[src/rtl/dev_bridge.sv]
// rtl/dev_bridge.sv - CPU data-port to memory-mapped device slot bridge
module dev_bridge #(
  parameter int          DEV_ADDR_WD = 2,
  parameter logic [31:0] BASE0       = 32'h0000_7F00,
  parameter logic [31:0] BASE1       = 32'h0000_7F10,
  parameter logic [31:0] BASE2       = 32'h0000_7F20
) (
  input  logic                   clk_i,
  input  logic                   rst_i,
  input  logic                   cpu_req_i,
  input  logic                   cpu_we_i,
  input  logic [31:0]            cpu_addr_i,
  input  logic [31:0]            cpu_dat_i,
  output logic [31:0]            cpu_dat_o,
  output logic                   cpu_ack_o,
  output logic                   cpu_err_o,
  output logic [2:0]             dev_we_o,
  output logic [DEV_ADDR_WD:1]   dev_add_o,
  output logic [31:0]            dev_dat_o,
  input  logic [31:0]            dev0_dat_i,
  input  logic [31:0]            dev1_dat_i,
  input  logic [31:0]            dev2_dat_i,
  input  logic [2:0]             dev_irq_i,
  output logic [2:0]             hwint_o
);

  typedef enum logic [1:0] {
    IDLE   = 2'd0,
    ACCESS = 2'd1,
    RESP   = 2'd2
  } state_t;

  state_t      state;
  logic        we_q;
  logic        err_q;
  logic [2:0]  slot_q;
  logic [2:0]  hit;
  logic        dec_err;
  logic [31:0] rd_mux;

  // Address decode: one-hot slot match plus unmapped/misaligned detection.
  // Word offset 3 is reserved in every slot (devices expose CTRL, PRESET, COUNT).
  always_comb begin
    hit     = 3'b000;
    hit[0]  = (cpu_addr_i[31:4] == BASE0[31:4]);
    hit[1]  = (cpu_addr_i[31:4] == BASE1[31:4]);
    hit[2]  = (cpu_addr_i[31:4] == BASE2[31:4]);
    dec_err = (hit == 3'b000) || (cpu_addr_i[1:0] != 2'b00) || (cpu_addr_i[3:2] == 2'b11);
  end

  // Read-data select from the slot latched at request time.
  always_comb begin
    rd_mux = 32'h0;
    if (slot_q[0])      rd_mux = dev0_dat_i;
    else if (slot_q[1]) rd_mux = dev1_dat_i;
    else if (slot_q[2]) rd_mux = dev2_dat_i;
  end

  // Transaction FSM: IDLE accepts, ACCESS drives the device bus for one cycle, RESP acks.
  always_ff @(posedge clk_i or posedge rst_i) begin
    if (rst_i) begin
      state     <= IDLE;
      we_q      <= 1'b0;
      err_q     <= 1'b0;
      slot_q    <= 3'b000;
      cpu_dat_o <= 32'h0;
      cpu_ack_o <= 1'b0;
      cpu_err_o <= 1'b0;
      dev_we_o  <= 3'b000;
      dev_add_o <= '0;
      dev_dat_o <= 32'h0;
    end else begin
      case (state)
        IDLE: begin
          if (cpu_req_i) begin
            we_q      <= cpu_we_i;
            err_q     <= dec_err;
            slot_q    <= hit;
            dev_add_o <= cpu_addr_i[DEV_ADDR_WD+1:2];
            dev_dat_o <= cpu_dat_i;
            // Faulty accesses never reach a device as a write.
            dev_we_o  <= (cpu_we_i && !dec_err) ? hit : 3'b000;
            state     <= ACCESS;
          end
        end
        ACCESS: begin
          // Writes and errors return zero so stale read data never leaks out.
          cpu_dat_o <= (!we_q && !err_q) ? rd_mux : 32'h0;
          cpu_ack_o <= 1'b1;
          cpu_err_o <= err_q;
          dev_we_o  <= 3'b000;
          dev_add_o <= '0;
          dev_dat_o <= 32'h0;
          state     <= RESP;
        end
        RESP: begin
          cpu_ack_o <= 1'b0;
          cpu_err_o <= 1'b0;
          state     <= IDLE;
        end
        default: state <= IDLE;
      endcase
    end
  end

  // Interrupt lines are registered once and forwarded regardless of bus activity.
  always_ff @(posedge clk_i or posedge rst_i) begin
    if (rst_i) hwint_o <= 3'b000;
    else       hwint_o <= dev_irq_i;
  end

endmodule

[config.mk]
export PLATFORM = sky130hd
export DESIGN_NAME = dev_bridge
export DESIGN_NICKNAME = d
export VERILOG_FILES = /design/src/rtl/dev_bridge.sv
export SDC_FILE = /design/constraint.sdc
export NUM_CORES = 1
export LEC_CHECK = 0
export CAP_MARGIN = 5
export CORE_UTILIZATION = 32
export DETAILED_ROUTE_END_ITERATION = 8
export GPL_TIMING_DRIVEN = 0
export PLACE_DENSITY = 0.86
export SLEW_MARGIN = 20
export SYNTH_ARGS = -nofsm -noshare
export SYNTH_HDL_FRONTEND = slang
export SYNTH_SLANG_ARGS = --single-unit
[constraint.sdc]
create_clock -name clk_i -period 2.5 [get_ports clk_i]
set_clock_uncertainty 0.15 [all_clocks]
set_input_delay 0.5 -clock clk_i [delete_from_list [all_inputs] [get_ports clk_i]]
set_output_delay 0.5 -clock clk_i [all_outputs]
set_load 0.01 [all_outputs]
## Word level (Yosys, flattened, before mapping)

Index checks and enable logic that the tools add are counted.

- Output and inout bits: 74
- Flip-flop bits (word level): 81
- Logic and storage cells: 47
- Bits of input ports: 167

- Reductions and logical operators: 14
- Eq/ne operators: 7
- Multiplexer cells: 15

Operator list:

| kind | number |
|---|---|
| $mux 32 | 5 |
| $eq 28x11->1 const B | 3 |
| $pmux 32 s2 | 1 |
| $pmux 2 s2 | 2 |
| $mux 3 | 2 |
| $pmux 3 s2 | 1 |
| $reduce_bool 2->1 | 3 |
| $eq 2x2->1 const B | 2 |
| $mux 2 | 2 |
| $pmux 1 s2 | 2 |
| $reduce_and 2->1 | 2 |
| $logic_not 1->1 | 3 |
| $logic_not 3->1 | 1 |
| $eq 2x1->1 const B | 1 |
| $logic_and 1x1->1 | 2 |
| $logic_not 2->1 | 1 |
| $logic_or 1x1->1 | 2 |
| $ne 2x2->1 const B | 1 |

## Longest topological paths before layout

- Depth in word-level cells: 9
- Depth in mapped cells: 7
- Mapped depth without buffers: 6

## Worst setup path before layout

OpenSTA, ideal clock, no wires.

- Path type: input to register
- Start: in cpu_addr_i[7]
- End: reg dev_we_o[0]
- Stages on the path: 4
- Arrival time: 1.871 ns
- Slack: 0.369 ns
- Path buffers: 1
- Library setup time: 0.110 ns
- Data required time: 2.240 ns
- Cells stage by stage: or4b_1 -> or4_1 -> buf_2 -> o41ai_1

- Word-level cells in the longest chain between the ends: 9
- Elaborated cells on any way between the ends: 11
- Classes of those cells: eq/ne (3); mux (3); reduce/logical (5)

RTL lines:

| element | RTL line | text |
|---|---|---|
| start, declared | 12 | `input logic [31:0] cpu_addr_i,` |
| $eq 28x11->1, on equally long branches | 45, 46, 47 |  |
| $logic_not 3->1 | 48 | `dec_err = (hit == 3'b000) \|\| (cpu_addr_i[1:0] != 2'b00) \|\| (cpu_addr_i[3:2] == 2'b11);` |
| $logic_or 1x1->1 (2 in a row) | 48 |  |
| $logic_not 1->1 | 82 | `dev_we_o <= (cpu_we_i && !dec_err) ? hit : 3'b000;` |
| $logic_and 1x1->1 | 82 |  |
| $mux 3 (*) | 82 |  |
| $mux 3 (*) | 75 | `if (cpu_req_i) begin` |
| $pmux 3 s2 (*) | 73 | `case (state)` |
| end signal, assigned | 82 |  |
| end, declared | 17 | `output logic [2:0] dev_we_o,` |

Every way passes the cells marked *; elsewhere a longest branch is shown, timed or not. The select of a mux whose other input is x is not followed.
A chain may end at the register's enable or synchronous reset.

## Worst setup path after layout

- Start: in cpu_addr_i[15]
- End: reg dev_we_o[2]

Same word-level chain as after synthesis.

==> results <==
[per-stage QoR]
step / total power [mW] / hold slack (ns)
after floorplan: 2.39 / 0.300
after global placement: 3.24 / 0.312
after detailed placement: 3.31 / 0.314
after CTS: 4.22 / 0.341
after global routing: 4.42 / 0.374
final: 4.19 / 0.332
[state kept, by name, summed over array words and instances (netlist names), 2 cells and up]
| register | flops |
|---|---|
| cpu_dat_o | 32 |
| dev_dat_o | 32 |
| dev_we_o | 3 |
| hwint_o | 3 |
| slot_q | 3 |
| dev_add_o | 2 |
| state | 2 |
[logic make-up after synthesis]
family,Yosys count,synth area share
buffers and inverters,36,0.0383
flip-flops,81,0.570
multiplexers,2,0.00598
adder cells (fa/ha/maj),3,0.0105
AND/OR/NAND/NOR,58,0.0738
AO/OA/AOI/OAI,143,0.302
[worst max-delay path: cells and delay by family]
family,cells,cell delay [ns]
compound gates,1,0.31
buf+inv,2,0.59
simple gates,3,0.97
[power breakdown]
part / internal, mW / total, mW / switching [mW]
Combinational: 0.887 / 1.59 / 0.700
Clock: 0.452 / 0.902 / 0.449
Sequential: 1.56 / 1.70 / 0.143
[placed cells by master, fill, tap and decap left out, types with 2 or more instances in the layout]
cell	instances
clkbuf_8	9
clkinv_2	3
nand2_1	40
buf_12	2
nor2_1	3
clkbuf_1	28
o41ai_1	4
o21ai_0	16
dfrtp_1	81
nor4_1	3
clkdlybuf4s50_1	240
o21ai_1	18
nand3_1	4
o31ai_1	3
inv_1	7
ha_1	3
a22o_1	66
a21oi_1	2
a22oi_1	31
[worst min path at each step]
stage                       startpoint                      end  slack [ns]  cells past startpoint
2_1_floorplan    slot_q[2]$_DFFE_PP0P_    slot_q[2]$_DFFE_PP0P_        0.30                      2
3_3_place_gp   dev_we_o[2]$_DFFE_PP0P_  dev_we_o[2]$_DFFE_PP0P_        0.31                      2
3_5_place_dp   dev_we_o[2]$_DFFE_PP0P_  dev_we_o[2]$_DFFE_PP0P_        0.31                      2
4_1_cts        dev_we_o[1]$_DFFE_PP0P_  dev_we_o[1]$_DFFE_PP0P_        0.34                      2
5_1_grt        dev_we_o[2]$_DFFE_PP0P_  dev_we_o[2]$_DFFE_PP0P_        0.37                      2
6_report       dev_we_o[1]$_DFFE_PP0P_  dev_we_o[1]$_DFFE_PP0P_        0.33                      2
[final cells by class]
cell class                      count  area share
Clock buffer                       11      0.0206
Timing Repair Buffer              242       0.384
Multi-Input combinational cell    206       0.221
Tap cell                          140      0.0275
Buffer                             27      0.0161
Clock inverter                      4     0.00708
Sequential cell                    81       0.318
Inverter                            9     0.00590
[what timing repair did]
action	CTS	global route
resized for setup	0	2
setup endpoints to repair	0	30
hold endpoints to repair	0	0
hold buffers	0	0
[layer usage]
metal / track usage / vias to the layer above / wire length, um
li1: - / 1734 / -
met1: 0.240 / 1840 / 4720
met2: 0.383 / 143 / 6530
met3: 0.0327 / 30 / 642
met4: 0.104 / 0 / 413
met5: 0 / - / 0
==> impl_metrics.ini <==
[run_status]
outcome = finished clean

[synth]
synth_ff_type = dfrtp_1
netlist_instances = 323
ys_ff_latch = 81
yosysMostFrequentCell = dfrtp_1
synth-edff-count = 0
ys_top_cells_by_count = dfrtp_1 (81), a22o_1 (66), nand2_1 (40)
synth_nets = 493
yosys-top-cells-area = dfrtp_1 (57%), a22o_1 (16%), a22oi_1 (6.5%), nand2_1 (4.2%), clkbuf_1 (2.7%)
synth_top_area_frac = 0.570
ys_seq_area_frac = 0.570
synth_top_cell_by_area = dfrtp_1
ys_types = 30
async_flop_share = 1.00
ys_warn_count = 0
synth.avg_cell_area_um2 = 11.0
netlist_area_mm2 = 0.00356

[detailed_routing]
vias = 3747
dr.pass1.iters = 4
routedWlPerCell_um = 17.1
vias_per_cell = 5.20
drtAntennaViolNets = 0
routed_wl_um = 12300
drc = 0
drtIter0Drc = 196

[grt]
overflow = 0
grt_pass1_wl_um = 18700
grt_max_degree = 35
grt_pass1_vias = 3793
grtUsageTotal = 0.211
grt_antenna_before_repair = 0

[setup_path]
crit_fanout = 7
cp_slowest_stage_delay_ns = 0.51
cp-startpoint = cpu_addr_i[15]
r2r-end = dev_dat_o[5]$_DFFE_PP0P_
start_kind = input pin
crit_type = in2reg
worstRegToRegCells = 6
critPathArrivalTime_ns = 2.37
worst_ep_required_time_ns = 2.58
critical_path.cell_chain = clkdlybuf4s50_1 > nor4b_1 > nand3_1 > or4_1 > buf_2 > o41ai_1
rrSetupSlack_ns = 0.23
crit_end = dev_we_o[2]$_DFFE_PP0P_
reg2reg_from = state[0]$_DFFE_PP0P_
slowest_stage = or4_1
cp-end-kind = flop

[cts]
post-cts-setup-buffer-count = 0
cts_buffer_depth = 2
clk_pin_slew_ns = 0.08
cts-buffers-inserted = 9
cts.sinks = 81
h-tree-depth = 3
cts_tree = built
clock-root-buffer = clkbuf_8
clkLatencyLatePin_ns = 0.34

[placement]
hpwl_um = 9870
post-place-ws_ns = -0.364
placed_cells = 705
post_dp_cell_area_mm2 = 0.00618
port_buffers = 240
place_congestion = 0.799

[die]
die_x_um = 107
die_y_um = 107
std_cell_rows = 38
design.die.area_mm2 = 0.0115
io_pins = 241
coreArea_mm2 = 0.0108
initial_core_util = 0.328

[timing]
slew_headroom = 0.626
worst_pin_slew_ns = 0.559
hold_violations = 0
slew_violations = 0
rsz0062_at_grt = false
max_freq_mhz = 438
post-route-period-util = 0.913
setup_slack_ns = 0.217
setup_viol = 0
period_minus_slack_ns = 2.28
setup_tns_ns = 0

[power]
ir_worst_vdd_mv = 0.343
power_density_mw_per_mm2 = 658
power.leakage_nw = 2.59

[layout]
drive_above_1_share = 0.0362
num-nets-final = 746
fin_cells = 720
area_delta_synth_final_pct = 78.9
fin_area_mm2 = 0.00636
antenna_cells = 0
regArea_mm2 = 0.00203
n_fill_cell = 912
multi_input_area_mm2 = 0.00140
fin_util = 0.587

[min_path]
hold_path.class = reg2reg

[job]
maxCapViolCount = 0
Note: power is estimated with default switching activity, not from simulation.
